### src/rtl/fpu_mul_arbiter_if.sv
// Bundled request/response/multiplier signals for fpu_mul_arbiter.
// The slave modport is the arbiter side; the master modport is the
// requesters plus the multiplier datapath.
interface fpu_mul_arbiter_if #(
  parameter int unsigned NUM_REQ = 4
);
  logic [NUM_REQ-1:0]    req_valid;
  logic [NUM_REQ-1:0]    req_ready;
  logic [32*NUM_REQ-1:0] req_a;
  logic [32*NUM_REQ-1:0] req_b;
  logic [31:0]           mul_a;
  logic [31:0]           mul_b;
  logic [31:0]           mul_result;
  logic [NUM_REQ-1:0]    rsp_valid;
  logic [NUM_REQ-1:0]    rsp_ready;
  logic [31:0]           rsp_result;
  logic                  busy;
  logic [31:0]           op_count;

  modport slave (
    input  req_valid, req_a, req_b, mul_result, rsp_ready,
    output req_ready, mul_a, mul_b, rsp_valid, rsp_result, busy, op_count
  );

  modport master (
    output req_valid, req_a, req_b, mul_result, rsp_ready,
    input  req_ready, mul_a, mul_b, rsp_valid, rsp_result, busy, op_count
  );
endinterface

### src/rtl/fpu_mul_arbiter.sv
// Round-robin arbiter sharing one fixed-latency multiplier among NUM_REQ
// requesters, one operation in flight at a time.
// Optional feature: define FPU_ARB_STATS_EN to enable the op_count
// completed-operation counter; otherwise op_count is tied to zero.
module fpu_mul_arbiter #(
  parameter int unsigned NUM_REQ = 4,
  parameter int unsigned MUL_LAT = 1
) (
  input logic              clk,
  input logic              rst_n,
  fpu_mul_arbiter_if.slave bus
);
  localparam int unsigned IDX_W = $clog2(NUM_REQ);

  typedef enum logic [1:0] {IDLE, EXEC, RESP} state_t;

  state_t             state_q, state_d;
  logic [IDX_W-1:0]   last_q, last_d;
  logic [IDX_W-1:0]   owner_q, owner_d;
  logic [2:0]         cnt_q, cnt_d;
  logic [31:0]        mul_a_q, mul_a_d;
  logic [31:0]        mul_b_q, mul_b_d;
  logic [31:0]        rsp_result_q, rsp_result_d;
  logic [IDX_W-1:0]   win;
  logic               found;
  int unsigned        idx;
  logic [NUM_REQ-1:0] req_ready;
  logic [NUM_REQ-1:0] rsp_valid;
  logic               req_hs;
  logic               rsp_hs;

  // Round-robin search starting just after the last granted requester.
  always_comb begin
    found = 1'b0;
    win   = '0;
    idx   = 0;
    for (int unsigned k = 1; k <= NUM_REQ; k++) begin
      idx = (32'(last_q) + k) % NUM_REQ;
      if (!found && bus.req_valid[IDX_W'(idx)]) begin
        found = 1'b1;
        win   = IDX_W'(idx);
      end
    end
  end

  // State register.
  always_ff @(posedge clk or negedge rst_n) begin
    if (!rst_n) state_q <= IDLE;
    else        state_q <= state_d;
  end

  // Next-state logic.
  always_comb begin
    state_d = state_q;
    unique case (state_q)
      IDLE:    if (req_hs) state_d = EXEC;
      EXEC:    if (cnt_q == 3'd0) state_d = RESP;
      RESP:    if (rsp_hs) state_d = IDLE;
      default: state_d = IDLE;
    endcase
  end

  // FSM outputs; req_ready is also gated by rst_n so it is low during reset.
  always_comb begin
    req_ready = '0;
    rsp_valid = '0;
    if (rst_n && (state_q == IDLE) && found) req_ready[win] = 1'b1;
    if (state_q == RESP) rsp_valid[owner_q] = 1'b1;
    req_hs = |(bus.req_valid & req_ready);
    rsp_hs = (state_q == RESP) && bus.rsp_ready[owner_q];
  end

  // Datapath next values: operand latch on grant, countdown, result capture.
  always_comb begin
    last_d       = last_q;
    owner_d      = owner_q;
    cnt_d        = cnt_q;
    mul_a_d      = mul_a_q;
    mul_b_d      = mul_b_q;
    rsp_result_d = rsp_result_q;
    if (req_hs) begin
      mul_a_d = bus.req_a[{win, 5'b0} +: 32];
      mul_b_d = bus.req_b[{win, 5'b0} +: 32];
      owner_d = win;
      last_d  = win;
      cnt_d   = 3'(MUL_LAT);
    end else if (state_q == EXEC) begin
      if (cnt_q != 3'd0) cnt_d = cnt_q - 3'd1;
      else               rsp_result_d = bus.mul_result;
    end
  end

  // Datapath registers.
  always_ff @(posedge clk or negedge rst_n) begin
    if (!rst_n) begin
      last_q       <= IDX_W'(NUM_REQ - 1);
      owner_q      <= '0;
      cnt_q        <= '0;
      mul_a_q      <= '0;
      mul_b_q      <= '0;
      rsp_result_q <= '0;
    end else begin
      last_q       <= last_d;
      owner_q      <= owner_d;
      cnt_q        <= cnt_d;
      mul_a_q      <= mul_a_d;
      mul_b_q      <= mul_b_d;
      rsp_result_q <= rsp_result_d;
    end
  end

`ifdef FPU_ARB_STATS_EN
  logic [31:0] op_count_q;

  // Completed-operation counter, wraps naturally at 32 bits.
  always_ff @(posedge clk or negedge rst_n) begin
    if (!rst_n)      op_count_q <= '0;
    else if (rsp_hs) op_count_q <= op_count_q + 32'd1;
  end

  assign bus.op_count = op_count_q;
`else
  assign bus.op_count = '0;
`endif

  assign bus.req_ready  = req_ready;
  assign bus.rsp_valid  = rsp_valid;
  assign bus.mul_a      = mul_a_q;
  assign bus.mul_b      = mul_b_q;
  assign bus.rsp_result = rsp_result_q;
  assign bus.busy       = (state_q != IDLE);
endmodule

### src/flat_wrapper.sv
// flat-port wrapper written by rule: the top's interface ports become plain ports
module fpu_mul_arbiter_flat 
#(
  parameter int unsigned NUM_REQ = 4,
  parameter int unsigned MUL_LAT = 1
)
  (clk, rst_n, bus_req_valid, bus_req_a, bus_req_b, bus_mul_result, bus_rsp_ready, bus_req_ready, bus_mul_a, bus_mul_b, bus_rsp_valid, bus_rsp_result, bus_busy, bus_op_count);
  fpu_mul_arbiter_if #(.NUM_REQ(NUM_REQ)) bus_i ();
  input logic clk;
  input logic rst_n;
  input wire logic [$bits(bus_i.req_valid)-1:0] bus_req_valid;
  input wire logic [$bits(bus_i.req_a)-1:0] bus_req_a;
  input wire logic [$bits(bus_i.req_b)-1:0] bus_req_b;
  input wire logic [$bits(bus_i.mul_result)-1:0] bus_mul_result;
  input wire logic [$bits(bus_i.rsp_ready)-1:0] bus_rsp_ready;
  output wire logic [$bits(bus_i.req_ready)-1:0] bus_req_ready;
  output wire logic [$bits(bus_i.mul_a)-1:0] bus_mul_a;
  output wire logic [$bits(bus_i.mul_b)-1:0] bus_mul_b;
  output wire logic [$bits(bus_i.rsp_valid)-1:0] bus_rsp_valid;
  output wire logic [$bits(bus_i.rsp_result)-1:0] bus_rsp_result;
  output wire logic [$bits(bus_i.busy)-1:0] bus_busy;
  output wire logic [$bits(bus_i.op_count)-1:0] bus_op_count;
  assign bus_i.req_valid = bus_req_valid;
  assign bus_i.req_a = bus_req_a;
  assign bus_i.req_b = bus_req_b;
  assign bus_i.mul_result = bus_mul_result;
  assign bus_i.rsp_ready = bus_rsp_ready;
  assign bus_req_ready = bus_i.req_ready;
  assign bus_mul_a = bus_i.mul_a;
  assign bus_mul_b = bus_i.mul_b;
  assign bus_rsp_valid = bus_i.rsp_valid;
  assign bus_rsp_result = bus_i.rsp_result;
  assign bus_busy = bus_i.busy;
  assign bus_op_count = bus_i.op_count;
  fpu_mul_arbiter #(.NUM_REQ(NUM_REQ), .MUL_LAT(MUL_LAT)) u_core (.clk(clk), .rst_n(rst_n), .bus(bus_i));
endmodule
### config.mk
export PLATFORM = sky130hd
export DESIGN_NAME = fpu_mul_arbiter_flat
export DESIGN_NICKNAME = d
export VERILOG_FILES = /design/src/rtl/fpu_mul_arbiter_if.sv /design/src/rtl/fpu_mul_arbiter.sv /design/src/flat_wrapper.sv
export SDC_FILE = /design/constraint.sdc
export NUM_CORES = 1
export LEC_CHECK = 0
export CAP_MARGIN = 20
export CORE_AREA = 2 2 171 173
export CTS_BUF_LIST = sky130_fd_sc_hd__clkbuf_4 sky130_fd_sc_hd__clkbuf_8
export CTS_CLUSTER_SIZE = 25
export DETAILED_ROUTE_END_ITERATION = 7
export DIE_AREA = 0 0 173 175
export PLACE_DENSITY = 0.63
export SETUP_SLACK_MARGIN = 0.05
export SLEW_MARGIN = 20
export SYNTH_ARGS = -nofsm -noshare
export SYNTH_HDL_FRONTEND = slang
export SYNTH_SLANG_ARGS = --single-unit
### constraint.sdc
create_clock -name clk -period 2.6 [get_ports clk]
set_clock_uncertainty 0.05 [all_clocks]
set_input_delay 0.39 -clock clk [delete_from_list [all_inputs] [get_ports clk]]
set_output_delay 0.39 -clock clk [all_outputs]
set_load 0.005 [all_outputs]
==> qor.csv, run 1 <==
stage;metric;value;unit
flow_run;max-cap violation count;0;
global_routing;first-pass GRT wire length;40500;um
synth;post-synthesis cell type count;42;
synth;synthesized area per cell;9.53;um2
critical_path;Arr. time, crit path;2080;ps
synth;flops & latches, synth;105;
layout;Nets;1306;
sta;endpoints failing setup;0;
synth;Yosys warning total;0;
cts;clock-pin slew on the worst setup and hold paths;100;ps
floorplanning;Die W;173;um
placed_design;RePlAce Congestion;0.804;
power;Cell Pwr Density;920;nW/um2
critical_path;CP Depth;4;
critical_path;Max Fanout on Critical Path;5;
critical_path;CP bufs+invs;1;
layout;most frequent cells in the layout;clkdlybuf4s50_1, dfrtp_1, nor2_1;
layout;most common cell after layout, fill and taps aside;clkdlybuf4s50_1;
layout;layout cells sized above 1;0.104;
sta;worst rel slew slack;0.402;
global_routing;initial antenna violation count;4;
sta;worst slew pin tran;896;ps
sta;RSZ-0062 raised after global routing;yes;
power;P_leak;4.06;nW
critical_path;worst-path cell chain;xor2_4 -> o221a_4 -> and2_1 -> clkdlybuf4s50_1;
critical_path;critical path startpoint;u_core.last_q[0];
route;1st-iter DRT viols;341;
sta;WHS;400;ps
floorplanning;Initial Utilization;0.209;
outcome;outcome;complete, no violations;
floorplanning;CORE AREA;28400;um2
critical_path;worst r2r dst;u_core.bus.mul_a[29];
critical_path;CP max stage cell;dfstp_2;
synth;Gate Count Post-Synth;621;
sta;Period minus WS final;2520;ps
cts;CTS root buffer;clkbuf_8;
global_routing;overflow left after global routing;0;
layout;fill count;2885;
synth;Netlist Area Pre-Place;5920;um2
route;per-cell routed wire length;19.0;um
route;post-route DRC violation count;0;
sta;period utilisation layout;0.969;
floorplanning;IO Count;435;
sta;f_max;397;MHz
route;post-DR vias/cell;4.76;
floorplanning;DIE HEIGHT;175;um
layout;multi-input logic area;2930;um2
critical_path;Worst EP required;2160;ps
critical_path;r2r setup slk;250;ps
power;total power;9.79;mW
layout;register area;2630;um2
floorplanning;# rows;62;
cts;Worst-Skew Late Latency;380;ps
route;ANT nets after route;0;
critical_path;Critical Path Sink;bus_req_ready[3];
cts;CTS buffer count;9;
critical_path;startpoint types;flop;
route;Initial DRT Pass Iterations;5;
cts;CTS max path bufs;2;
cts;clock sink total;105;
layout;Syn-to-layout area delta;79.7;%
critical_path;kind of critical path;flop to output port;
critical_path;Worst path max stage delay;630;ps
placed_design;number of port buffers;402;
min_path;HP Class;input pin to asynchronous set/reset pin;
placed_design;DP HPWL;19800;um
synth;Synth Flop Type;dfrtp_1;
global_routing;maximum number of pins on one net before global-route repair;66;
critical_path;CP delay by family, top;flip-flops;
global_routing;vias in the first global route;6885;
route;routed wire length;26600;um
critical_path;reg2reg path depth;9;
layout;final core occ;0.375;
route;Vias;6650;
critical_path;CP endpoint kind;output port;
synth;Seq/Total Area, Yosys;0.444;
synth;Post-synth EDFFs;0;
cts;CTS tree;done;
global_routing;Total GRT Usage;0.172;
sta;final number of max-transition violations;0;
power;Worst VDD drop;449;uV
floorplanning;die area;30300;um2
synth;async set-reset flop share out of synthesis;1.00;
cts;H-tree Lvls;3;
critical_path;Reg-to-Reg Start;u_core.last_q[1];
sta;endpoints failing hold;0;
-- sequential cells by signal, summed over array words and instances, names as in the netlist --
signal and flops:
u_core.bus.rsp_result 32, u_core.bus.mul_a 32, u_core.owner_q 2, u_core.state_q 2, u_core.bus.mul_b 32, u_core.last_q 2, u_core.cnt_q 3
-- cell families after synthesis --
kind of cell,synth area share
compound gates,0.271
xor+xnor,0.00444
fa+ha+maj,0.00423
buf+inv,0.0985
flops,0.444
mux,0.0664
other cells,0.000633
simple gates,0.111
-- what timing repair did --
action / in CTS / in global routing
pin swaps: 3 / 4
setup endpoints to repair: 4 / 1
gates resized for setup: 10 / 7
hold buffers: 1 / 0
setup buffers: 5 / 4
endpoints found under the hold margin: 3 / 0
-- report_power, final --
group          internal (mW)  switching, mW
clock                  0.386          0.677
sequential              2.48          0.518
combinational           3.14           2.59
total                   6.01           3.78
-- synth_stat cells, types with 5 or more instances --
cell,instances,area (um2)
a31oi_1,65,407
a41oi_1,64,561
inv_1,7,26.3
nor2_1,74,278
clkbuf_1,30,113
dfrtp_1,103,2580
buf_2,22,110
mux2_2,32,360
a22oi_1,64,480
nand2_1,66,248
buf_4,40,300
a21oi_1,5,25.0
-- layer usage --
layer  up-vias  share of wire  GRT usage
li1       3048              -          -
met1      3168           0.38      0.194
met2       380           0.50      0.305
met3        52          0.085     0.0483
met4         2          0.033     0.0713
met5         -        0.00060          0
-- final cells by class --
cell class	instances	share of cell area
diodes	3	0.000705
clock buffers	10	0.0123
clock inverters	6	0.00541
inverters	7	0.00247
multi-input cells	443	0.276
flip-flops and latches	105	0.247
well taps	384	0.0451
repair buffers	440	0.411
-- metrics by stage --
| stage | cell area [um2] | setup WS (ps) | std cells | TNS, ps |
|---|---|---|---|---|
| floorplan | 6040 | 572 | 652 | 0 |
| global placement | 10300 | -11.0 | 1369 | -11.0 |
| detailed placement | 10300 | 4.89 | 1369 | 0 |
| CTS | 10600 | -8.10 | 1391 | -8.10 |
| global route | 10600 | 7.32 | 1397 | 0 |
| finish | 10600 | 79.6 | 1398 | 0 |
-- how the worst min path moves through the flow --
stage,start,to,depth (start not counted)
final,rst_n,u_core.bus.mul_a[10],2
after global routing,rst_n,u_core.bus.mul_a[10],2
after CTS,bus_req_valid[2],u_core.last_q[1],3
after detailed placement,rst_n,u_core.owner_q[0],1
after global placement,rst_n,u_core.owner_q[0],1
after floorplan,rst_n,u_core.bus.mul_a[0],0
Note: power is estimated with default switching activity, not from simulation.
==> inputs of run 2 (changes only) <==
==> constraint.sdc (replaced) <==
create_clock -name clk -period 2.45 [get_ports clk]
set_clock_uncertainty 0.05 [all_clocks]
set_input_delay 0.3675 -clock clk [delete_from_list [all_inputs] [get_ports clk]]
set_output_delay 0.3675 -clock clk [all_outputs]
set_load 0.005 [all_outputs]
==> qor.csv, run 2 (same netlist as run 1, synthesis figures left out) <==
stage;metric;value;unit;change
critical_path;CP endpoint kind;output port;;
cts;Worst-Skew Late Latency;380;ps;about the same
route;post-DR vias/cell;4.68;;-1.6%
placed_design;RePlAce Congestion;0.795;;-1.1%
route;1st-iter DRT viols;339;;-0.59%
layout;antenna cells;0;;-3
route;Initial DRT Pass Iterations;4;;-1
power;sw power;3.94;mW;+4.3%
sta;Period minus WS final;2330;ps;
global_routing;vias in the first global route;6753;;-1.9%
critical_path;Reg-to-Reg Start;u_core.last_q[1];;
power;Worst VDD drop;466;uV;+3.8%
route;Vias;6542;;-1.6%
cts;clock-pin slew on the worst setup and hold paths;110;ps;about the same
critical_path;Arr. time, crit path;1910;ps;-170 ps
floorplanning;# rows;62;;unchanged
sta;final setup TNS;0;ps;unchanged
power;combinational power share;0.578;;-0.007
global_routing;initial antenna violation count;1;;-3
floorplanning;Die W;173;um;unchanged
floorplanning;CORE AREA;28400;um2;unchanged
layout;layout cells sized above 1;0.107;;+0.00364
route;met3 wire length;1940;um;-15%
power;P_leak;4.12;nW;+1.5%
sta;RSZ-0062 raised after global routing;no;;
layout;Syn-to-layout area delta;80.7;%;
power;Reg power frac;0.300;;-0.006
power;clock share of power;0.123;;+0.014
sta;worst slew pin tran;820;ps;-76.7 ps
route;M1 WL;10500;um;+4.3%
placed_design;worst slack at placement;-172;ps;-177 ps
sta;endpoints failing setup;0;;unchanged
sta;period utilisation layout;0.950;;
layout;fill count;2878;;-0.24%
critical_path;Worst EP required;2030;ps;-130 ps
flow_run;max-cap violation count;0;;unchanged
critical_path;critical path startpoint;u_core.last_q[1];;
sta;final number of max-transition violations;0;;unchanged
layout;post-route cell area;10700;um2;+0.55%
layout;most common cell after layout, fill and taps aside;clkdlybuf4s50_1;;
critical_path;startpoint types;flop;;
route;per-cell routed wire length;19.1;um;+0.12%
critical_path;kind of critical path;flop to output port;;
route;met2 WL;13700;um;+2.0%
cts;CTS tree;done;;
power;internal power;6.58;mW;+9.5%
global_routing;maximum number of pins on one net before global-route repair;66;;unchanged
sta;f_max;430;MHz;
route;ANT nets after route;0;;unchanged
floorplanning;DIE HEIGHT;175;um;unchanged
layout;Nets;1309;;+0.23%
cts;H-tree Lvls;3;;unchanged
cts;CTS buffer count;9;;unchanged
sta;worst rel slew slack;0.454;;+0.0512
cts;clock sink total;105;;unchanged
sta;endpoints failing hold;0;;unchanged
placed_design;DP Area;10300;um2;+0.15%
cts;CTS root buffer;clkbuf_8;;
global_routing;overflow left after global routing;0;;unchanged
floorplanning;Initial Utilization;0.209;;unchanged
critical_path;Max Fanout on Critical Path;4;;-1
min_path;HP Class;input pin to asynchronous set/reset pin;;
route;routed wire length;26600;um;+0.12%
global_routing;first-pass GRT wire length;40000;um;-1.1%
sta;WHS;140;ps;-259 ps
sta;PnR worst setup slack;122;ps;+42.3 ps
route;DR top layer;met5;;
placed_design;number of port buffers;402;;unchanged
cts;CTS max path bufs;2;;unchanged
global_routing;Total GRT Usage;0.171;;-0.000389
power;Cell Pwr Density;984;nW/um2;+6.9%
route;post-route DRC violation count;0;;unchanged
outcome;outcome;complete, no violations;;
floorplanning;die area;30300;um2;unchanged
layout;most frequent cells in the layout;clkdlybuf4s50_1, dfrtp_1, nor2_1;;
power;Sw Ratio;0.375;;-0.0116
placed_design;DP HPWL;19600;um;-1.3%
floorplanning;IO Count;435;;unchanged
run 2: changes by cell type in the layout (fill, tap and decap cells not counted), moves of 2 or more:
cell            previous run  this run
buf_6                      1         4
bufinv_16                  0         2
clkinv_4                   2         0
diode_2                    3         0
dlygate4sd2_1              3         0
dlymetal6s2s_1             0         3
inv_8                      2         0
run 2: per-stage QoR:
stage,util,total power [mW],std cells
after global routing,0.377,11.3,1398
after global placement,0.364,9.04,1371
after CTS,0.374,10.6,1394
after floorplan,-,5.89,652
final,0.377,10.5,1398
after detailed placement,0.364,9.14,1371
run 2: repair_timing:
| action | in CTS | in global routing |
|---|---|---|
| pin swaps | 4 | 2 |
| hold endpoints to repair | 3 | 0 |
| resized for setup | 9 | 14 |
| buffers inserted | 6 | 4 |
| cloned | 0 | 0 |
| endpoints found under the setup margin | 5 | 5 |
| hold buffers | 1 | 0 |
run 2: cell type report:
| type | count | area, um2 | area share |
|---|---|---|---|
| clock buffer | 11 | 139 | 0.0130 |
| clock inverter | 5 | 85.1 | 0.00795 |
| inverter | 7 | 26.3 | 0.00246 |
| multi-input combinational | 443 | 2930 | 0.274 |
| sequential | 105 | 2630 | 0.246 |
| tap | 384 | 480 | 0.0449 |
| timing repair buffer | 443 | 4410 | 0.412 |
run 2: routing by layer:
metal	track usage	up-vias
li1	-	3049
met1	0.197	3111
met2	0.311	346
met3	0.0437	34
met4	0.0526	2
met5	0	-
run 2: power groups by stage:
stage	sequential, mW	clock [mW]	combinational (mW)
3_3_place_gp	3.19	0	5.86
5_1_grt	3.27	1.39	6.61
6_report	3.15	1.29	6.08
2_1_floorplan	3.18	0	2.71
3_5_place_dp	3.22	0	5.92
4_1_cts	3.18	1.35	6.04
run 2: final timing paths:
check	slack (ps)	to	cells after the start
setup / recovery	120	bus_req_ready[1]	5
hold / removal	140	u_core.bus.rsp_result[28]	2
setup reg to reg	180	u_core.bus.mul_a[1]	8
hold reg to reg	470	u_core.bus.rsp_result[15]	1
max in group asynchronous	1640	u_core.bus.mul_a[5]	2
min in group clk	380	u_core.last_q[1]	3
run 2: critical path, stage by stage, from the launching register on:
cell             delay [ps]
dfstp_2                 400
buf_4                   130
or2_4                   250
a221oi_4                360
and2_1                  180
clkdlybuf4s15_1         210
